`src/rtl/alu_seq_pkg.sv`:
```
// ---------------------------------------------------------------------------
// alu_seq_pkg
//   Shared definitions for the ALU operation sequencer:
//     - sequencer FSM state encoding
//     - 16-bit instruction field positions and a decode helper
//     - function codes that the sequencer itself needs to recognise
//   No ports; imported by alu_op_sequencer and alu_seq_regfile.
// ---------------------------------------------------------------------------
package alu_seq_pkg;

    // Instruction word geometry.
    localparam int unsigned INSTR_W   = 16;
    localparam int unsigned FUNC_W    = 4;
    localparam int unsigned REG_IDX_W = 2;
    localparam int unsigned IMM_W     = 5;

    // Field bit positions: [15:12] func, [11:10] rd, [9:8] ra, [7] use_imm,
    // [6:5] rb, [4:0] imm5.
    localparam int unsigned FUNC_MSB    = 15;
    localparam int unsigned FUNC_LSB    = 12;
    localparam int unsigned RD_MSB      = 11;
    localparam int unsigned RD_LSB      = 10;
    localparam int unsigned RA_MSB      = 9;
    localparam int unsigned RA_LSB      = 8;
    localparam int unsigned USE_IMM_BIT = 7;
    localparam int unsigned RB_MSB      = 6;
    localparam int unsigned RB_LSB      = 5;
    localparam int unsigned IMM_MSB     = 4;
    localparam int unsigned IMM_LSB     = 0;

    // Function codes for which the sequencer computes the overflow flag.
    localparam logic [FUNC_W-1:0] FN_ADD = 4'b0010;
    localparam logic [FUNC_W-1:0] FN_SUB = 4'b0011;

    // Sequencer states.
    typedef enum logic [1:0] {
        StIdle = 2'd0,
        StExec = 2'd1,
        StWb   = 2'd2
    } state_e;

    // Decoded instruction.
    typedef struct packed {
        logic [FUNC_W-1:0]    func;
        logic [REG_IDX_W-1:0] rd;
        logic [REG_IDX_W-1:0] ra;
        logic                 use_imm;
        logic [REG_IDX_W-1:0] rb;
        logic [IMM_W-1:0]     imm5;
    } instr_t;

    function automatic instr_t decode_instr(input logic [INSTR_W-1:0] instr);
        instr_t d;
        d.func    = instr[FUNC_MSB:FUNC_LSB];
        d.rd      = instr[RD_MSB:RD_LSB];
        d.ra      = instr[RA_MSB:RA_LSB];
        d.use_imm = instr[USE_IMM_BIT];
        d.rb      = instr[RB_MSB:RB_LSB];
        d.imm5    = instr[IMM_MSB:IMM_LSB];
        return d;
    endfunction

endpackage

```
`src/rtl/alu_seq_regfile.sv`:
```
// ---------------------------------------------------------------------------
// alu_seq_regfile
//   Small operand register file: NREG entries of DATA_W bits.
//   Two combinational read ports (operands A/B), one combinational debug
//   read port and one synchronous write port. Synchronous active-low reset
//   clears every entry and has priority over a write.
//
//   Ports:
//     clk       in   clock, rising edge
//     rst_n     in   synchronous active-low reset
//     we        in   write enable
//     waddr     in   write index
//     wdata     in   write data
//     raddr_a   in   read index, port A
//     rdata_a   out  read data, port A
//     raddr_b   in   read index, port B
//     rdata_b   out  read data, port B
//     dbg_sel   in   debug read index
//     dbg_data  out  debug read data
// ---------------------------------------------------------------------------
module alu_seq_regfile
    import alu_seq_pkg::*;
#(
    parameter int unsigned DATA_W = 8,
    parameter int unsigned NREG   = 4
) (
    input  logic                 clk,
    input  logic                 rst_n,
    input  logic                 we,
    input  logic [REG_IDX_W-1:0] waddr,
    input  logic [DATA_W-1:0]    wdata,
    input  logic [REG_IDX_W-1:0] raddr_a,
    output logic [DATA_W-1:0]    rdata_a,
    input  logic [REG_IDX_W-1:0] raddr_b,
    output logic [DATA_W-1:0]    rdata_b,
    input  logic [REG_IDX_W-1:0] dbg_sel,
    output logic [DATA_W-1:0]    dbg_data
);

    logic [DATA_W-1:0] regs_q [NREG];

    always_ff @(posedge clk) begin
        if (!rst_n) begin
            for (int i = 0; i < NREG; i++) begin
                regs_q[i] <= '0;
            end
        end else if (we) begin
            regs_q[waddr] <= wdata;
        end
    end

    // Reads are combinational so a write at the WB->IDLE edge is visible to
    // an instruction accepted in the very next cycle.
    assign rdata_a  = regs_q[raddr_a];
    assign rdata_b  = regs_q[raddr_b];
    assign dbg_data = regs_q[dbg_sel];

endmodule

```
`src/rtl/alu_op_sequencer.sv`:
```
// ---------------------------------------------------------------------------
// alu_op_sequencer
//   Three-state (IDLE -> EXEC -> WB) sequencer that feeds an external
//   combinational ALU. An instruction is accepted in IDLE; its operands are
//   fetched from the internal register file (or the zero-extended 5-bit
//   immediate for B) and held stable through EXEC and WB. The ALU result is
//   captured at the EXEC->WB edge, presented with a one-cycle o_done pulse
//   during WB, and written back to reg[rd] at the WB->IDLE edge.
//   Add carry / subtract borrow is computed locally, independent of the ALU.
//
//   Ports:
//     i_clk          in   clock, rising edge
//     i_rst_n        in   synchronous active-low reset
//     i_instr_valid  in   instruction offered
//     i_instr        in   16-bit instruction word
//     o_instr_ready  out  instruction accepted this cycle (IDLE only)
//     o_alu_a        out  ALU operand A
//     o_alu_b        out  ALU operand B
//     o_alu_func     out  ALU function code (passed through unchanged)
//     i_alu_result   in   combinational ALU result
//     o_done         out  one-cycle completion pulse (WB)
//     o_result       out  captured result, valid with o_done
//     o_ovf          out  carry-out / borrow, valid with o_done
//     i_dbg_sel      in   debug register index
//     o_dbg_data     out  combinational read of register i_dbg_sel
// ---------------------------------------------------------------------------
module alu_op_sequencer
    import alu_seq_pkg::*;
#(
    parameter int unsigned DATA_W = 8,
    parameter int unsigned NREG   = 4
) (
    input  logic                 i_clk,
    input  logic                 i_rst_n,
    input  logic                 i_instr_valid,
    input  logic [INSTR_W-1:0]   i_instr,
    output logic                 o_instr_ready,
    output logic [DATA_W-1:0]    o_alu_a,
    output logic [DATA_W-1:0]    o_alu_b,
    output logic [FUNC_W-1:0]    o_alu_func,
    input  logic [DATA_W-1:0]    i_alu_result,
    output logic                 o_done,
    output logic [DATA_W-1:0]    o_result,
    output logic                 o_ovf,
    input  logic [REG_IDX_W-1:0] i_dbg_sel,
    output logic [DATA_W-1:0]    o_dbg_data
);

    state_e state_q, state_d;

    instr_t dec;

    logic accept;
    logic capture;
    logic reg_we;

    logic [FUNC_W-1:0]    func_q;
    logic [REG_IDX_W-1:0] rd_q;
    logic [DATA_W-1:0]    a_q;
    logic [DATA_W-1:0]    b_q;
    logic [DATA_W-1:0]    result_q;
    logic                 ovf_q;

    logic [DATA_W-1:0] rf_rdata_a;
    logic [DATA_W-1:0] rf_rdata_b;
    logic [DATA_W-1:0] imm_ext;
    logic [DATA_W:0]   sum_ext;
    logic              ovf_calc;

    assign dec     = decode_instr(i_instr);
    assign imm_ext = {{(DATA_W - IMM_W){1'b0}}, dec.imm5};

    // -----------------------------------------------------------------------
    // Register file
    // -----------------------------------------------------------------------
    alu_seq_regfile #(
        .DATA_W (DATA_W),
        .NREG   (NREG)
    ) u_regfile (
        .clk      (i_clk),
        .rst_n    (i_rst_n),
        .we       (reg_we),
        .waddr    (rd_q),
        .wdata    (result_q),
        .raddr_a  (dec.ra),
        .rdata_a  (rf_rdata_a),
        .raddr_b  (dec.rb),
        .rdata_b  (rf_rdata_b),
        .dbg_sel  (i_dbg_sel),
        .dbg_data (o_dbg_data)
    );

    // -----------------------------------------------------------------------
    // FSM: state register
    // -----------------------------------------------------------------------
    always_ff @(posedge i_clk) begin
        if (!i_rst_n) begin
            state_q <= StIdle;
        end else begin
            state_q <= state_d;
        end
    end

    // -----------------------------------------------------------------------
    // FSM: next state
    // -----------------------------------------------------------------------
    always_comb begin
        state_d = state_q;
        unique case (state_q)
            StIdle:  if (i_instr_valid) state_d = StExec;
            StExec:  state_d = StWb;
            StWb:    state_d = StIdle;
            default: state_d = StIdle;
        endcase
    end

    // -----------------------------------------------------------------------
    // FSM: outputs / datapath strobes
    // -----------------------------------------------------------------------
    always_comb begin
        o_instr_ready = 1'b0;
        o_done        = 1'b0;
        accept        = 1'b0;
        capture       = 1'b0;
        reg_we        = 1'b0;
        unique case (state_q)
            StIdle: begin
                o_instr_ready = 1'b1;
                accept        = i_instr_valid;
            end
            StExec: begin
                capture = 1'b1;
            end
            StWb: begin
                o_done = 1'b1;
                reg_we = 1'b1;
            end
            default: ;
        endcase
    end

    // -----------------------------------------------------------------------
    // Overflow flag, computed from the latched operands rather than taken
    // from the ALU so it does not depend on the external ALU's behaviour.
    // -----------------------------------------------------------------------
    assign sum_ext = {1'b0, a_q} + {1'b0, b_q};

    always_comb begin
        ovf_calc = 1'b0;
        case (func_q)
            FN_ADD:  ovf_calc = sum_ext[DATA_W];
            FN_SUB:  ovf_calc = (a_q < b_q);
            default: ovf_calc = 1'b0;
        endcase
    end

    // -----------------------------------------------------------------------
    // Operand, function and result registers
    // -----------------------------------------------------------------------
    always_ff @(posedge i_clk) begin
        if (!i_rst_n) begin
            func_q   <= '0;
            rd_q     <= '0;
            a_q      <= '0;
            b_q      <= '0;
            result_q <= '0;
            ovf_q    <= 1'b0;
        end else begin
            if (accept) begin
                func_q <= dec.func;
                rd_q   <= dec.rd;
                a_q    <= rf_rdata_a;
                b_q    <= dec.use_imm ? imm_ext : rf_rdata_b;
            end
            if (capture) begin
                result_q <= i_alu_result;
                ovf_q    <= ovf_calc;
            end
        end
    end

    assign o_alu_a    = a_q;
    assign o_alu_b    = b_q;
    assign o_alu_func = func_q;
    assign o_result   = result_q;
    assign o_ovf      = ovf_q;

endmodule
```
`config.mk`:
```
export PLATFORM = sky130hd
export DESIGN_NAME = alu_op_sequencer
export DESIGN_NICKNAME = d
export VERILOG_FILES = /design/src/rtl/alu_seq_pkg.sv /design/src/rtl/alu_seq_regfile.sv /design/src/rtl/alu_op_sequencer.sv
export SDC_FILE = /design/constraint.sdc
export NUM_CORES = 1
export LEC_CHECK = 0
export CAP_MARGIN = 20
export CORE_MARGIN = 4
export CORE_UTILIZATION = 47
export CTS_CLUSTER_SIZE = 24
export DETAILED_ROUTE_END_ITERATION = 7
export PLACE_DENSITY = 0.82
export RECOVER_POWER = 100
export SYNTH_ARGS = -nofsm -noshare
export SYNTH_HDL_FRONTEND = slang
export SYNTH_HIERARCHICAL = 1
export SYNTH_SLANG_ARGS = --single-unit
```
`constraint.sdc`:
```
create_clock -name i_clk -period 1.8 [get_ports i_clk]
set_input_delay 0.36 -clock i_clk [delete_from_list [all_inputs] [get_ports i_clk]]
set_output_delay 0.36 -clock i_clk [all_outputs]
set_load 0.1 [all_outputs]
```
After elaboration in Yosys (flattened, before gate mapping) --
Memories as Yosys holds them, arrays and structs flattened. A register that Yosys moved wholly into a read port is not among the register bits. Index checks and enable logic that the tools add are counted. W data, S select, Z words.
Word-level totals: flip-flop bits (word level) 25, bits in writable memories 32, bits of input ports 29, output and inout port bits 39, word-level logic and storage cells 32, memories 1
Memories:
- u_regfile.regs_q | depth 4, width 8, read ports 3, clocked after memory_dff 1, wr ports 4, RTL line alu_seq_regfile.sv:40 | logic [DATA_W-1:0] regs_q [NREG];
Operators by class: add/subtract/negate cells 1, $lt $le $gt $ge 1, equality and inequality tests 5, mux-type cells 15, reduce and logical (&&, ||, !) cells 3
Operators by type and width (count):
- $mux W8 | 2
- $add A8 B8 Y9 | 1
- $mux W1 | 9
- $eq A4 B2 Y1 const B | 2
- $lt A8 B8 Y1 | 1
- $reduce_or A8 Y1 | 1
- $mux W2 | 2
- $pmux W2 S2 | 1
- $eq A2 B1 Y1 const B | 1
- $eq A2 B2 Y1 const B | 1
- $logic_not A2 Y1 | 1
- $ne A2 B2 Y1 const B | 1
- $pmux W1 S2 | 1
- $logic_not A1 Y1 | 1

Logic depth before layout (Yosys ltp) --
word-level depth 7, mapped depth 6, gate-level depth less buffers 6

Modules after synthesis --
Netlist, hierarchy kept.
Modules (own cells, without submodules):
- alu_seq_regfile | instances 1, cells each 107, area each 1830.5 µm², sequential area each 960.9 µm²
- alu_op_sequencer | instances 1, cells each 188, area each 1634.1 µm², sequential area each 660.6 µm²

Worst setup path before layout --
No wires, ideal clock.
kind register -> register, start register state_q[1], end memory u_regfile.regs_q[0][0] (enable), library setup time 387 ps, arrival 2728 ps, required time 1413 ps, path slack -1315 ps, cell stages (with the launch flop) 4, buffers on the path 0, clock period less this slack 3115 ps, cells stage by stage dfxtp_1 > nor2b_1 > inv_1 > o31ai_1
RTL lines:
- from (decl) | RTL line alu_op_sequencer.sv:49 | state_e state_q, state_d;
- from (signal assigned) | RTL line alu_op_sequencer.sv:98 | state_q <= StIdle;
- from (signal assigned) | RTL line alu_op_sequencer.sv:100 | state_q <= state_d;
- to (decl) | RTL line alu_seq_regfile.sv:40

==> results list <==
* Run status: finished with violations
- Violations in the final reports: setup timing
- Top-Level Pins: a little under 70
- Maximum VDD drop: 0.450 mV
- Arrival time reported for the critical path endpoint: ~1.5 ns
- Buffers inserted to repair hold after CTS numbered 0.
- Worst-skew pair later-pin latency: approximately 0.33 ns
* HPWL after detailed placement: 6670 um
- No sink is reached through more buffers than the 2 on the longest clock path.
- Site row count: 31
* DRT Pass-1 Iters: 4
- After the first detailed-routing iteration, the DRC count stood at between 100 and 150.
* Portion of netlist area occupied by mux cells: around 17%
- The critical path goes through mux4_2 > buf_12.
- Post-synthesis share of cell area spent on and, or, nand and nor gates: a little under a fifth
* Slew at the pin with the worst max-slew slack: roughly 0.56 ns
- After detailed routing, the average wire length per cell comes to ~18 um.
- Smallest setup slack after layout: -0.0455 ns
- The share of synthesized area in the top cell type comes to 27.7%.
* Worst rel slew slack: between 60 and 70%
- The clock net in this run drives a total of 65 sinks.
* Cell with the most instances after synthesis: sky130_fd_sc_hd__nand2_1
- 0 antenna diodes ended up in the layout.
* Kind of end point of the critical path: primary output
- The core region is 0.00721 sq mm.
- Total length of routed wires: ~9000 um
* Most area-consuming cells after synthesis: sky130_fd_sc_hd__edfxtp_1 28%, sky130_fd_sc_hd__dfxtp_1 19%, sky130_fd_sc_hd__mux4_2 16%, sky130_fd_sc_hd__nand2_1 6.2%, sky130_fd_sc_hd__a21boi_0 5.4%
* Compound-cell area share of the yosys netlist: under 10%
- The most used flip-flop cell after synthesis is sky130_fd_sc_hd__dfxtp_1.
- Detailed routing inserted a total of 2673 vias.
- Once detail routing completed, the nets flagged for antenna violations numbered 0.
- Setup repair after global routing could not meet its margin everywhere.
- Warning count from the yosys run: 6
- Share of final-layout standard cells stronger than drive strength 1: between 30% and 40%
* Instance area after placement: just under 0.005 sq mm
- The initial antenna violation count was 0.
* CP Launch Type: register
- DIE AREA: approximately 0.009 sq mm
- Final Cycle Share: 103%
* Wire length of the first global-routing pass: ~14000 um
* Flop and latch count out of synthesis: 65
- Adding up every negative setup slack in the final design gives -0.124 ns.
* Type of the tightest min-delay check: register to register
- Most common library cells after synthesis: 57 x sky130_fd_sc_hd__nand2_1, 33 x sky130_fd_sc_hd__dfxtp_1, 32 x sky130_fd_sc_hd__edfxtp_1, 26 x sky130_fd_sc_hd__and2_1, 25 x sky130_fd_sc_hd__a21boi_0
- Port buffering added between 60 and 70 buffers.
- Mapped Nets: 338
- Maximum single-stage delay on the critical path: 0.53 ns
- The hold violation count in the final report came to 0.
- The cell area that synthesis handed to floorplanning was 0.00346 sq mm.
- After technology mapping, the gate count stands at between 200 and 300.
* Power density normalized to cell area: ~860 mW/mm^2
- Starting utilization of the core area: 48.0%
* Register area share after synthesis: a little under half
- Setup-failing EPs final: 7
- Compared with the post-synthesis result, the final layout area differs by 38.7%.
- The die is 93.9 um tall.
- For this run, the total global-route usage over all layers was measured as a little over a fifth.
* Async set or reset register ratio after synthesis: 0%
- Final worst path period need: ~1.8 ns
* Largest net degree at the start of global routing: 28
- Post-detailed-route via-to-cell ratio: approximately 5.4
* Worst hold slack: ~0.48 ns
- Yosys mapped a number of flops with a built-in enable equal to 32.
- The max-slew violation total from the final report was 0.
- After clock tree synthesis, the clock-pin slew on the worst setup and hold paths is about 0.07 ns.
- For the final database, setup skew stands at 0.00768 ns.
- Achievable frequency: between 0.5 and 0.6 GHz
- Finished layout cell area: ~0.0048 sq mm
- For this run the aggregate overflow at the end of global routing stands at 0.
* Setup slack at placement: -0.312 ns
- In this run the static leakage power is 1.96 nW.
* Largest fanout of any net on the critical path: 3
- Horizontal die dimension: between 90 and 100 um
- In the final design database the tool counted 433 nets.
- Gpl congestion: ~0.9
- Summing the areas of all xor and xnor instances in the mapped netlist gives 0% of the synthesized area.
- The via count of the first global-routing pass is 2782.
* Post-Syn Area per Cell: around 12 sq um
* Buffer cell driving the clock tree root: sky130_fd_sc_hd__clkbuf_8
* Number of H-tree levels: 3
- Max-cap violations in this run came to 0.
- Of the total synthesized cell area, the portion taken by full adders, half adders and majority gates is 5.06%.
* Data required time at the worst endpoint: ~1.4 ns
- Count of different cell masters after synthesis: 39
- Library cell occupying the most area in the post-synthesis netlist: sky130_fd_sc_hd__edfxtp_1
- Main combinational cell family by area after synthesis: simple AND/OR/NAND/NOR gates
* CTS tree: yes
* CP max stage cell: sky130_fd_sc_hd__mux4_2
- Total clock buffers created by CTS: 9
- Post-route DRC violation count: 0
- Crit path kind: register to primary output
==> stage by stage <==
stage               util [%]  std cells  power, mW
CTS                     72.4        490       4.30
global route            66.6        494       4.30
floorplan                  -        295       2.40
global placement        67.7        459       2.82
detailed placement      67.7        459       2.84
finish                  66.6        494       4.15
==> path summary, 6_finish.rpt <==
check,start,endpoint,slack (ns),cells after the start
worst max register to register,o_alu_a[3],o_ovf,0.07,5
worst max-delay path,u_regfile/regs_q[3][7],o_dbg_data[7],-0.05,2
worst min register to register,o_alu_func[1],o_alu_func[1],0.48,2
worst min-delay path,o_alu_func[1],o_alu_func[1],0.48,2
==> cell usage in the layout (no fill, tap or decap), drive strengths merged, types with 9 or more instances in the layout <==
master / n
ha: 14
clkbuf: 48
nand2: 57
buf: 39
inv: 9
clkdlybuf4s50: 26
and3: 10
mux4: 24
dfxtp: 33
a21boi: 25
and2: 26
edfxtp: 32
==> cells by family (layout without fill, tap and decap cells) <==
logic type / Yosys count / in the layout
fa+ha+maj: 14 / 14
compound gates: 41 / 41
buf+inv: 27 / 127
flops: 65 / 65
simple gates: 119 / 119
mux: 29 / 29
==> timing repair <==
action / in CTS / in global routing
gates resized for setup: 5 / 4
setup endpoints to repair: 9 / 9
setup buffers: 15 / 4
pin swaps: 0 / 2
==> critical path, delay by kind of cell, from the launching register on <==
family	cells	cell delay, ns
flip-flops	1	0.44
buffers and inverters	1	0.19
multiplexers	1	0.53
==> final cells by class <==
type	instances	area, sq um
fill	540	2410
multi-input combinational	203	1830
sequential	65	1670
timing repair buffer	102	913
clock buffer	13	139
tap	99	124
clock inverter	3	90.1
inverter	9	33.8
==> where the power goes <==
group / switching, mW / leakage, nW / internal (mW)
combinational: 0.644 / 1.24 / 0.359
sequential: 0.0795 / 0.611 / 1.62
clock: 0.528 / 0.112 / 0.924
==> state kept, by name (all words and copies together) (netlist names) <==
signal / count
state_q: 2
o_alu_b: 8
o_alu_a: 8
u_regfile/regs_q: 32
rd_q: 2
o_alu_func: 4
o_result: 8
o_ovf: 1
==> per-layer routing <==
metal	track usage, %	part of all wire [%]
met2	37.6	53
met5	0	0
met1	23.5	40
met3	5.21	4.6
met4	7.94	2.1
(Power assumes the default switching activity.)
